$ cat src/rtl/quad_decoder_pkg.sv
`default_nettype none
// ============================================================================
//  Module   : quad_pkg
//  Purpose  : Shared phase/state types and Gray helpers for quad_decoder.
//  Revision : 1.0  initial release
// ============================================================================
package quad_pkg;

  typedef logic [1:0] phase_t;

  typedef enum logic [0:0] {
    INIT  = 1'b0,
    TRACK = 1'b1
  } state_t;

  localparam phase_t PH_00 = 2'b00;
  localparam phase_t PH_01 = 2'b01;
  localparam phase_t PH_11 = 2'b11;
  localparam phase_t PH_10 = 2'b10;

  // Forward Gray successor: 00 -> 01 -> 11 -> 10 -> 00
  function automatic phase_t fwd_next(input phase_t p);
    phase_t r;
    case (p)
      PH_00:   r = PH_01;
      PH_01:   r = PH_11;
      PH_11:   r = PH_10;
      default: r = PH_00;
    endcase
    return r;
  endfunction

endpackage
`default_nettype wire

$ cat src/rtl/quad_decoder_sync_filter.sv
`default_nettype none
// ============================================================================
//  Module   : sync_filter
//  Purpose  : Multi-flop synchroniser followed by a hold-time glitch filter.
//  Revision : 1.0  initial release
// ============================================================================
module sync_filter #(
  parameter int SYNC_STAGES   = 2,
  parameter int FILTER_CYCLES = 4
) (
  input  logic clk,
  input  logic reset,
  input  logic d_in,
  output logic d_filt
);

  localparam int FW = $clog2(FILTER_CYCLES + 1);

  logic [SYNC_STAGES-1:0] r_sync;
  logic [FW-1:0]          r_cnt;
  logic                   r_filt;
  logic                   w_sync;

  assign w_sync = r_sync[SYNC_STAGES-1];
  assign d_filt = r_filt;

  // A new level is taken on the edge where it has differed for FILTER_CYCLES cycles
  always_ff @(posedge clk or posedge reset) begin
    if (reset) begin
      r_sync <= '0;
      r_cnt  <= '0;
      r_filt <= 1'b0;
    end else begin
      r_sync <= {r_sync[SYNC_STAGES-2:0], d_in};
      if (w_sync == r_filt) begin
        r_cnt <= '0;
      end else if (r_cnt == FW'(FILTER_CYCLES - 1)) begin
        r_filt <= w_sync;
        r_cnt  <= '0;
      end else begin
        r_cnt <= r_cnt + FW'(1);
      end
    end
  end

endmodule
`default_nettype wire

$ cat src/rtl/quad_decoder.sv
`default_nettype none
// ============================================================================
//  Module   : quad_decoder
//  Purpose  : Quadrature A/B front end producing incr/decr/err pulses.
//  Revision : 1.0  initial release
// ============================================================================
module quad_decoder
  import quad_pkg::*;
#(
  parameter int SYNC_STAGES   = 2,
  parameter int FILTER_CYCLES = 4
) (
  input  logic clk,
  input  logic reset,
  input  logic a_in,
  input  logic b_in,
  input  logic enable,
  output logic incr,
  output logic decr,
  output logic err,
  output logic dir,
  output logic ready
);

  localparam int SETTLE = SYNC_STAGES + FILTER_CYCLES + 1;
  localparam int SW     = $clog2(SETTLE + 1);

  logic          w_a_filt, w_b_filt;
  phase_t        w_phase;
  state_t        r_state, w_state_nxt;
  logic [SW-1:0] r_settle, w_settle_nxt;
  phase_t        r_prev, w_prev_nxt;
  logic          r_incr, r_decr, r_err, r_dir, r_ready;
  logic          w_incr_nxt, w_decr_nxt, w_err_nxt, w_dir_nxt, w_ready_nxt;

  sync_filter #(.SYNC_STAGES(SYNC_STAGES), .FILTER_CYCLES(FILTER_CYCLES)) u_sync_a (
    .clk(clk), .reset(reset), .d_in(a_in), .d_filt(w_a_filt)
  );

  sync_filter #(.SYNC_STAGES(SYNC_STAGES), .FILTER_CYCLES(FILTER_CYCLES)) u_sync_b (
    .clk(clk), .reset(reset), .d_in(b_in), .d_filt(w_b_filt)
  );

  assign w_phase = {w_a_filt, w_b_filt};

  always_comb begin
    w_state_nxt  = r_state;
    w_settle_nxt = r_settle;
    w_prev_nxt   = r_prev;
    w_incr_nxt   = 1'b0;
    w_decr_nxt   = 1'b0;
    w_err_nxt    = 1'b0;
    w_dir_nxt    = r_dir;
    w_ready_nxt  = r_ready;
    case (r_state)
      INIT: begin
        // Wait for the sync/filter pipeline to reflect the real input levels
        if (r_settle == SW'(SETTLE - 1)) begin
          w_state_nxt  = TRACK;
          w_settle_nxt = '0;
          w_prev_nxt   = w_phase;
          w_ready_nxt  = 1'b1;
        end else begin
          w_settle_nxt = r_settle + SW'(1);
        end
      end
      TRACK: begin
        w_prev_nxt = w_phase;
        if (w_phase != r_prev) begin
          if (fwd_next(r_prev) == w_phase) begin
            w_incr_nxt = enable;
            w_dir_nxt  = 1'b1;
          end else if (fwd_next(w_phase) == r_prev) begin
            w_decr_nxt = enable;
            w_dir_nxt  = 1'b0;
          end else begin
            w_err_nxt  = enable;
          end
        end
      end
      default: w_state_nxt = INIT;
    endcase
  end

  always_ff @(posedge clk or posedge reset) begin
    if (reset) begin
      r_state  <= INIT;
      r_settle <= '0;
      r_prev   <= PH_00;
      r_incr   <= 1'b0;
      r_decr   <= 1'b0;
      r_err    <= 1'b0;
      r_dir    <= 1'b0;
      r_ready  <= 1'b0;
    end else begin
      r_state  <= w_state_nxt;
      r_settle <= w_settle_nxt;
      r_prev   <= w_prev_nxt;
      r_incr   <= w_incr_nxt;
      r_decr   <= w_decr_nxt;
      r_err    <= w_err_nxt;
      r_dir    <= w_dir_nxt;
      r_ready  <= w_ready_nxt;
    end
  end

  assign incr  = r_incr;
  assign decr  = r_decr;
  assign err   = r_err;
  assign dir   = r_dir;
  assign ready = r_ready;

endmodule
`default_nettype wire
$ cat config.mk
export PLATFORM = sky130hd
export DESIGN_NAME = quad_decoder
export DESIGN_NICKNAME = d
export VERILOG_FILES = /design/src/rtl/quad_decoder_pkg.sv /design/src/rtl/quad_decoder_sync_filter.sv /design/src/rtl/quad_decoder.sv
export SDC_FILE = /design/constraint.sdc
export NUM_CORES = 1
export LEC_CHECK = 0
export ABC_AREA = 1
export ABC_CLOCK_PERIOD_IN_PS = 1300
export CAP_MARGIN = 0
export CORE_AREA = 2 2 47 66
export DETAILED_ROUTE_END_ITERATION = 8
export DIE_AREA = 0 0 49 68
export REMOVE_ABC_BUFFERS = 1
export SYNTH_ARGS = -nofsm -noshare
export SYNTH_HDL_FRONTEND = slang
export SYNTH_SLANG_ARGS = --single-unit
$ cat constraint.sdc
create_clock -name clk -period 1.3 [get_ports clk]
set_input_delay 0.39 -clock clk [delete_from_list [all_inputs] [get_ports clk]]
set_output_delay 0.39 -clock clk [all_outputs]
set_load 0.05 [all_outputs]
-- Word level (Yosys, flattened, before mapping)
Index checks and enable logic that the tools add are counted.
- bitwise gates (word level): 3
- equality and inequality tests: 13
- muxes and demuxes: 29
- reduce and logical (&&, ||, !) cells: 7
- $add $sub $neg: 3
- operator list (kind ; number):
    2-to-1 mux 1 bit ; 15
    2-to-1 mux 3 bit ; 5
    2-to-1 mux 2 bit ; 6
    case mux 2 bit (3 select lines) ; 2
    adder 3 x 1 -> 3 bit (second input constant) ; 3
    equality test 3 x 2 -> 1 bit (second input constant) ; 2
    AND reduction 2 bit ; 3
    equality test 2 x 1 -> 1 bit (second input constant) ; 2
    equality test 2 bit ; 2
    equality test 2 bit (second input constant) ; 2
    zero test 2 bit ; 2
    case mux 2 bit (2 select lines) ; 1
    equality test 3 bit (second input constant) ; 1
    NOT 1 bit ; 3
    AND reduction 3 bit ; 1
    equality test 1 bit ; 2
    inequality test 2 bit ; 1
    inequality test 2 bit (second input constant) ; 1
    nonzero test 2 bit ; 1
- flip-flop bits (word level): 23
- output and inout port bits: 5

-- Logic depth before layout (Yosys ltp)
- word-level depth: 13
- mapped depth: 7
- gate-level depth less buffers: 7

-- Modules after synthesis
From an unflattened synthesis, not the netlist that was laid out.
- cell total of the unflattened synthesis: 112
- area, all modules: 972.2 sq um
- by module, submodules not included (module ; instances ; cells each ; area an instance (sq um)):
    quad_decoder ; 1 ; 60 ; 486.7
    sync_filter ; 2 ; 26 ; 242.7

-- Worst setup path before layout
Ideal clock, no wire load.
- path kind: flip-flop to output port
- start point: register r_dir (netlist: dir)
- end point: output port dir
- stages on the path, launching flop included: 1
- slack: 310 ps
- data required time: 910 ps
- arrival time: 600 ps
- cell sequence: dfrtp_1
- RTL lines (what ; line ; text):
    start: declaration ; quad_decoder.sv:33 ; logic r_incr, r_decr, r_err, r_dir, r_ready;
    start signal: assignment ; quad_decoder.sv:102 ; r_dir <= w_dir_nxt;
    end: declaration ; quad_decoder.sv:21 ; output logic dir,
No word-level cell between the ends.

-- Final worst setup path
- start point: register r_dir (netlist: dir)
- end point: output port dir
No word-level cell between the ends.

==> impl_results.rst <==
.. list-table::
   :header-rows: 1

   * - Metric
     - Value
   * - Total leakage power
     - 0.588 nW
   * - Clock Tree Buf Depth
     - 2
   * - Peak supply drop
     - 0.751 mV
   * - Ratio of final minimum period to clock period
     - 94.0%
   * - Unrepaired setup endpoints after global routing
     - no
   * - Worst Path Arrival
     - 0.83 ns
   * - Synth unique cells
     - 15
   * - Clock tree from TritonCTS
     - built
   * - Initial detailed-routing violation count
     - 6
   * - Crit path max-delay cell type
     - dfrtp_1
   * - Post-synthesis area per instance
     - 9.67 sq um
   * - Starting density of the core
     - 32.9%
   * - Total number of placement rows
     - 23
   * - Routing usage on met3
     - 1.53%
   * - Transition time at the pin with the least slew margin
     - 0.280 ns
   * - Category of the most critical setup path
     - register to output port
   * - Portion of the post-synthesis area used by sequential elements
     - 62.7%
   * - Number of levels the H-tree was split into
     - 1
   * - Clock Pin Slew Worst Setup and Hold Paths
     - 0.08 ns
   * - CP top delay family
     - flip-flops
   * - Area grow syn2layout
     - 27.4%
   * - Fmax achieved
     - 819 MHz
   * - Required time at the worst-slack endpoint
     - 0.91 ns
   * - Maximum fanout count along the critical path
     - 2
   * - Total negative slack for setup checks
     - 0 ns
   * - Outcome
     - finished clean
   * - Antenna diode count
     - 0
   * - Setup crit start
     - dir
   * - Sort of element at the start of the critical path
     - register
   * - Via/cell ratio
     - 4.23
   * - Chain of cells forming the critical path
     - buf_12
   * - Vertical extent of the die
     - 68 microns
   * - Max transition margin
     - 81.2%
   * - Wire length of the first global-routing pass
     - 2460 microns
   * - Ratio of total power to cell area
     - 2040 mW/mm^2
   * - Final setup violation count
     - 0
   * - Clk_lat worst skew
     - 0.26 ns
   * - Average detailed-routed wire length per instance
     - 8.99 microns
   * - Syn Inst Count
     - 95
   * - Post-CTS setup buffer count
     - 0
   * - Final global-route overflow total
     - 0
   * - Placer Congestion
     - 0.727
   * - Number of cells upsized or downsized after cts
     - 0
   * - Worst Hold Path EP
     - u_sync_b.r_sync[1]
   * - Drc violations
     - 0
   * - Bufs and invs on worst path
     - 1
   * - Antenna violations before repair
     - 0
   * - Cts bufs inserted
     - 3
   * - Count of clock tree sinks
     - 23
   * - Number of cells on the worst hold path
     - 0
   * - Wire length reported by the detailed router
     - 1310 microns
   * - Class of the worst hold path
     - register to register
   * - IO Port Bufs
     - 9
   * - Iteration count of the initial detailed-routing pass
     - 3
   * - Met1 usage in global routing
     - 10.2%
   * - Via count of the first global-routing pass
     - 603
   * - Setup Skew
     - 0.00141 ns
   * - Yosys warning count
     - 0
   * - Floorplan Core Area
     - 0.00279 sq mm
   * - Synthesis-stage register bit count
     - 23
   * - Number of cells on the worst reg-to-reg path
     - 7
   * - Minimum period implied by the final worst setup slack
     - 1.22 ns
   * - Worst flop-to-flop path endpoint
     - dir
   * - Vias
     - 618
   * - Crit path largest cell delay
     - 0.41 ns
   * - Max Transition Viols Final
     - 0
   * - Root buffer selected by CTS
     - clkbuf_8
   * - Max-cap check violation count
     - 0
   * - Maximum number of pins on one net before global-route repair
     - 24
   * - Met2 demand-to-capacity share in global routing
     - 18.2%
   * - Top Ports
     - 10
   * - Power Total
     - 2.39 mW
   * - Overall global routing resource usage
     - 10.0%
   * - Chip Width
     - 49 microns
   * - Hold_sp
     - u_sync_b.r_sync[0]
   * - Setup slack of the worst register-to-register path
     - 0.24 ns
   * - Share of cells above drive strength 1
     - 15.6%
   * - Largest cells by area after synthesis
     - dfrtp_1 (63%), nand2_1 (9.4%), inv_1 (5.7%)
   * - Layout net count
     - 117
   * - Cts-stage hold buffer count
     - 0
   * - Count of nets left with antenna violations after detail routing
     - 0
   * - Endpoints failing hold
     - 0
   * - Crit Reg-Reg Startpoint
     - u_sync_a.d_filt
   * - Final HPWL DP
     - 1010 microns
   * - Post-synth design cell area
     - 918 sq um
   * - Cell type with the highest aggregate area in the netlist
     - dfrtp_1
   * - Crit. End Element
     - output port
   * - Top-area cell type share of the netlist area
     - 62.7%
   * - Die area
     - 0.00333 sq mm
   * - Global-route layer with the greatest usage
     - met2
==> power breakdown <==
| part | internal, mW | total, mW | switching, mW |
|---|---|---|---|
| registers | 0.877 | 1.01 | 0.131 |
| logic | 0.413 | 0.949 | 0.537 |
| clock network | 0.219 | 0.431 | 0.213 |
| total | 1.51 | 2.39 | 0.880 |
==> worst max-delay path by stage <==
stage / to / slack (ns) / cells past startpoint
after detailed placement: err / 0.18 / 3
after CTS: dir / 0.06 / 1
after global routing: dir / 0.05 / 1
final: dir / 0.08 / 1
after floorplan: dir / 0.31 / 0
after global placement: err / 0.18 / 3
==> cell type report <==
class	count	area, sq um
timing repair buffer	10	160
inverter	16	60.1
sequential	23	576
clock buffer	4	45.0
multi-input combinational	56	283
fill	286	1620
tap	37	46.3
==> through the flow <==
stage / hold slack [ns] / std cells / worst slack (ns) / area [sq um] / util, %
final: 0.355 / 146 / 0.0786 / 1170 / 41.9
after global routing: 0.371 / 146 / 0.0452 / 1170 / 41.9
after CTS: 0.357 / 146 / 0.0643 / 1170 / 41.9
after detailed placement: 0.339 / 142 / 0.175 / 1120 / 40.3
after global placement: 0.333 / 142 / 0.180 / 1120 / 40.3
after floorplan: 0.331 / 95 / 0.310 / 918 / -
==> cell usage after synthesis, drive strengths merged <==
cell type  instances
dfrtp             23
ha                 2
nand3              3
nand2             27
xnor2              2
o21ai              5
inv               16
a21oi              2
nor3               5
nor2               9
o21bai             1
==> per-layer routing <==
metal	wire, microns	vias to the layer above	share of wire (%)
met1	540	288	41
met2	682	9	52
met3	38	5	2.9
met5	0	-	0
li1	-	316	-
met4	49	0	3.7
==> cells by family after synthesis <==
group,count (synthesis),synth area share (%)
adders and majority gates,2,2.72
buffers and inverters,16,6.54
and+or+nand+nor,44,21.5
AOI/OAI and AO/OA,8,4.63
DFF,23,62.7
xor gates and xnor gates,2,1.91
==> placed cells by master (no fill, tap or decap), drive strengths merged <==
| cell | n |
|---|---|
| inv | 16 |
| clkdlybuf4s50 | 4 |
| clkbuf | 4 |
| nor2 | 9 |
| nand2 | 27 |
| ha | 2 |
| dfrtp | 23 |
| buf | 6 |
| nor3 | 5 |
| a21oi | 2 |
| o21ai | 5 |
| xnor2 | 2 |
| o21bai | 1 |
| nand3 | 3 |
==> state kept, by name, indices dropped and copies added, names as in the netlist, 2 cells and up <==
name / cells
u_sync_a.r_cnt: 3
u_sync_a.r_sync: 2
r_settle: 3
u_sync_b.r_sync: 2
r_prev: 2
u_sync_b.r_cnt: 3
==> worst reg2reg max path: stages (launching register included) <==
cell and delay (ns):
dfrtp_1 0.45, inv_2 0.08, nand2_2 0.06, nand2_2 0.07
nor2_4 0.12, nand3_2 0.08, nand2_1 0.06, nand2_1 0.04
Power figures use the tool's default switching activity.
==> RTL change 1 (same flow settings) <==
`FILTER_CYCLES` is set to 4 in 2 places; all go to 8.
--- a/src/rtl/quad_decoder_sync_filter.sv
+++ b/src/rtl/quad_decoder_sync_filter.sv
@@ -8,3 +8,3 @@
   parameter int SYNC_STAGES   = 2,
-  parameter int FILTER_CYCLES = 4
+  parameter int FILTER_CYCLES = 8
 ) (
--- a/src/rtl/quad_decoder.sv
+++ b/src/rtl/quad_decoder.sv
@@ -10,3 +10,3 @@
   parameter int SYNC_STAGES   = 2,
-  parameter int FILTER_CYCLES = 4
+  parameter int FILTER_CYCLES = 8
 ) (
Behaviour: not the same (Yosys sat finds a counterexample within 10 cycles, from zero or initial values and one cycle with reset high).
==> RTL change 1 against the original RTL <==
  * Synthesized cell count rose by 16%
  * Cell count rose by 10%
  * Sequential cell count rose by 3
  * Final area rose by 15%
  * Synthesized area rose by 17%
  * Via count rose by 19%
  * Count of clock-buffer cells in the layout did not move
  * Setup slack got worse by 0.0042 ns
  * Total power rose by 1.5%
  * Non-clock buffer count did not move
  * Wire length rose by 18%
  * Critical path type unchanged
  * Highest routed layer unchanged
==> RTL change 1: results (changes against the original RTL) <==
status - completed (unchanged)
clk root buf - clkbuf_8 (unchanged)
Reg clk slew, reported paths - 0.08 ns (about the same)
fillers - 289 (was 286)
first-pass GRT wire length - 2980 um (was 2460 um)
start point of the critical path - ready (was dir)
largest net degree at the start of global routing - 27 (was 24)
postcts setup bufs - 0 (unchanged)
grt met2 use - 0.199 (was 0.182)
inverters - 14 (was 16)
Internal Power - 1.60 mW (was 1.51 mW)
Top Registers - r_settle: 4 flops, u_sync_a.r_cnt: 4 flops, u_sync_b.r_cnt: 4 flops (was r_settle: 3 flops, u_sync_a.r_cnt: 3 flops, u_sync_b.r_cnt: 3 flops)
instance count of the mapped netlist - 110 (was 95)
critical path arrival - 0.84 ns
Distinct cells, synth - 20 (was 15)
Clock-cell share - 0.0411 (was 0.0385)
clk_skew - 0.00344 ns (was 0.00141 ns)
reg2reg end - u_sync_a.d_filt (was dir)
dpl hpwl - 1220 um (was 1010 um)
sequential cell area fraction in the yosys report - 0.603 (was 0.627)
grt met3 use - 0.0284 (was 0.0153)
Slew @ Worst Pin - 0.387 ns (was 0.280 ns)
nets@finish - 132 (was 117)
cell count of the worst reg-to-reg path - 5 (was 7)
multi-input gate share of total cell area - 0.280 (was 0.242)
leakage - 0.637 nW (was 0.588 nW)
DR vias - 734 (was 618)
met1 GRT Util - 0.137 (was 0.102)
DR WL met2 - 787 um (was 682 um)
Seq/total area - 0.486 (was 0.492)
placed insts - 157 (was 142)
Reg2Reg Setup Slack - 0.15 ns (was 0.24 ns)
Post-DP Area - 1280 um^2 (was 1120 um^2)
clock sink count - 26 (was 23)
drt first-iter violations - 15 (was 6)
RR Startpoint - u_sync_a.r_cnt[0] (was u_sync_a.d_filt)
wl on met1 - 703 um (was 540 um)
Routed WL - 1550 um (was 1310 um)
most common library cells after synthesis - dfrtp_1, nand2_1, inv_1 (unchanged)
Peak supply drop - 790 uV (was 751 uV)
first-pass iteration count of the detailed router - 4 (was 3)
vias in the first global route - 738 (was 603)
main area contributors after synthesis - dfrtp_1, nand2_1, inv_1 (unchanged)
routed vias/inst - 4.56 (was 4.23)
total length of routed met3 wires - 41 um (was 38 um)
GPL Wtd Cong - 0.729 (was 0.727)
Data buffer area share - 0.120 (was 0.137)
[RTL change 1: cell count changes after synthesis, moves of 3 or more]
cell / change
dfrtp_1: +3
nand3_1: +4
nor2_1: +3
nor3_1: -4
nor3b_1: +3
or2_2: +3
xor2_1: +4
[RTL change 1: power by group through the flow]
stage	Combinational (mW)	Clock, mW	Sequential, mW
2_1_floorplan	0.433	0	1.22
3_3_place_gp	0.819	0	1.11
3_5_place_dp	0.835	0	1.12
4_1_cts	0.837	0.523	1.10
5_1_grt	0.921	0.557	1.13
6_report	0.822	0.500	1.10
[RTL change 1: how the worst max path moves through the flow]
stage / endpoint / cells after the start
finish: ready / 1
global route: u_sync_a.d_filt / 5
CTS: ready / 1
detailed placement: u_sync_a.d_filt / 5
global placement: err / 3
floorplan: u_sync_a.d_filt / 5
[RTL change 1: cell families (layout without fill, tap and decap cells)]
| family | count (synthesis) | count (layout) | share of synthesized area |
|---|---|---|---|
| adder cells (fa/ha/maj) | 2 | 2 | 0.0232 |
| AO/OA/AOI/OAI | 9 | 9 | 0.0464 |
| AND/OR/NAND/NOR | 53 | 53 | 0.230 |
| XOR/XNOR | 6 | 6 | 0.0487 |
| buffers and inverters | 14 | 28 | 0.0487 |
| flip-flops | 26 | 26 | 0.603 |
[RTL change 1: metrics by stage]
step / power (mW) / utilization / hold WS (ns) / worst slack [ns]
6_report: 2.43 / 0.480 / 0.356 / 0.0745
3_5_place_dp: 1.96 / 0.460 / 0.340 / 0.154
5_1_grt: 2.61 / 0.480 / 0.368 / 0.0137
3_3_place_gp: 1.93 / 0.460 / 0.337 / 0.185
2_1_floorplan: 1.65 / - / 0.331 / 0.222
4_1_cts: 2.47 / 0.480 / 0.359 / 0.0521
==> RTL change 2 (same flow settings) <==
Made on the original files. Make the reset (`reset`) synchronous in 2 clocked blocks.
--- a/src/rtl/quad_decoder_sync_filter.sv
+++ b/src/rtl/quad_decoder_sync_filter.sv
@@ -27,3 +27,3 @@
   // A new level is taken on the edge where it has differed for FILTER_CYCLES cycles
-  always_ff @(posedge clk or posedge reset) begin
+  always_ff @(posedge clk) begin
     if (reset) begin
--- a/src/rtl/quad_decoder.sv
+++ b/src/rtl/quad_decoder.sv
@@ -84,3 +84,3 @@
 
-  always_ff @(posedge clk or posedge reset) begin
+  always_ff @(posedge clk) begin
     if (reset) begin
Check against the original RTL: differs if reset is asserted again (counterexample within 10 cycles, from zero or initial values and one cycle with reset high); with reset held inactive, the same outputs for 10 cycles.
==> RTL change 2 against the original RTL <==
  * Die area unchanged
  * Synthesized area decreased by 4.2%
  * Sequential cell count unchanged
  * Wire length increased by 6.2%
  * Setup slack improved by 0.027 ns
  * Synthesized cell count increased by 14%
  * Global-route usage decreased by 0.48 points
  * Final area decreased by 2.8%
  * Sequential share of layout area decreased by 8.7 points
Power is not compared: it rests on default switching activity, and its combinational part moved more than twofold at a synthesized area within 25%.
==> RTL change 2: results (changes against the original RTL) <==
Distinct cells, synth - 19 (was 15)
first-pass GRT wire length - 2480 um (was 2460 um)
drt first-iter violations - 3 (was 6)
critical path arrival - 0.80 ns (was 0.83 ns)
reg2reg end - u_sync_b.r_cnt[2] (was dir)
GPL Wtd Cong - 0.765 (was 0.727)
Routed WL - 1390 um (was 1310 um)
dpl hpwl - 1060 um (was 1010 um)
Mapped Area - 880 um^2 (was 918 um^2)
fillers - 288 (was 286)
Slowest-stage cell, CP - dfxtp_1 (was dfrtp_1)
clk_skew - 0.00569 ns (was 0.00141 ns)
nets@finish - 134 (was 117)
vias in the first global route - 636 (was 603)
most common library cells after synthesis - dfxtp_1, inv_1, nand2_1 (was dfrtp_1, nand2_1, inv_1)
ys async rst share - 0 (was 1.00)
largest net degree at the start of global routing - 14 (was 24)
Worst Hold End - u_sync_a.r_sync[1] (was u_sync_b.r_sync[1])
CP peak stage delay - 0.39 ns (was 0.41 ns)
main area contributors after synthesis - dfxtp_1, inv_1, nand2_1 (was dfrtp_1, nand2_1, inv_1)
Slew @ Worst Pin - 0.257 ns (was 0.280 ns)
DR vias - 690 (was 618)
status - completed (unchanged)
Min-Delay Startpoint - u_sync_a.r_sync[0] (was u_sync_b.r_sync[0])
Post-DP Area - 1090 um^2 (was 1120 um^2)
Post-synth top flop - dfxtp_1 (was dfrtp_1)
All-Layer GR Usage - 0.0954 (was 0.100)
cell count of the worst reg-to-reg path - 5 (was 7)
RTL change 2: cell families (layout without fill, tap and decap cells):
family | Yosys count | in the layout | synth area share
and+or+nand+nor | 41 | 41 | 0.208
DFF | 23 | 23 | 0.523
buffers and inverters | 21 | 37 | 0.0910
AOI/OAI and AO/OA | 19 | 19 | 0.121
adders and majority gates | 4 | 4 | 0.0569
RTL change 2: worst max path at each step:
| stage | start | endpoint | slack (ns) |
|---|---|---|---|
| after floorplan | ready | ready | 0.31 |
| after global placement | reset | u_sync_b.r_cnt[1] | -0.09 |
| after detailed placement | reset | u_sync_b.r_cnt[0] | -0.14 |
| after CTS | ready | ready | 0.09 |
| after global routing | ready | ready | 0.09 |
| final | ready | ready | 0.11 |
RTL change 2: cell type report:
| type | instances | area (um^2) | area share |
|---|---|---|---|
| flip-flops and latches | 23 | 460 | 0.405 |
| multi-input cells | 64 | 339 | 0.298 |
| clock buffers | 3 | 41.3 | 0.0363 |
| repair buffers | 13 | 170 | 0.150 |
| well taps | 37 | 46.3 | 0.0407 |
| inverters | 20 | 75.1 | 0.0660 |
| clock inverters | 1 | 5.00 | 0.00440 |
RTL change 2: metal layers:
| layer | global-route usage | wire [um] |
|---|---|---|
| met4 | 0.0643 | 51 |
| met5 | 0 | 0 |
| met1 | 0.105 | 639 |
| met2 | 0.178 | 675 |
| met3 | 0.00655 | 25 |
RTL change 2: stage by stage:
step / setup WS (ns) / util / hold slack (ns)
after CTS: 0.0947 / 0.407 / 0.407
final: 0.106 / 0.407 / 0.403
after floorplan: 0.307 / - / 0.388
after global routing: 0.0904 / 0.407 / 0.421
after global placement: -0.0893 / 0.391 / 0.389
after detailed placement: -0.140 / 0.391 / 0.396
RTL change 2: power groups by stage:
| stage | clock [mW] | sequential [mW] | combinational [mW] |
|---|---|---|---|
| 6_report | 0.432 | 0.736 | 0.0777 |
| 5_1_grt | 0.464 | 0.739 | 0.0882 |
| 4_1_cts | 0.458 | 0.735 | 0.0790 |
| 3_5_place_dp | 0 | 0.752 | 0.0788 |
| 3_3_place_gp | 0 | 0.751 | 0.0764 |
| 2_1_floorplan | 0 | 0.751 | 0.0408 |
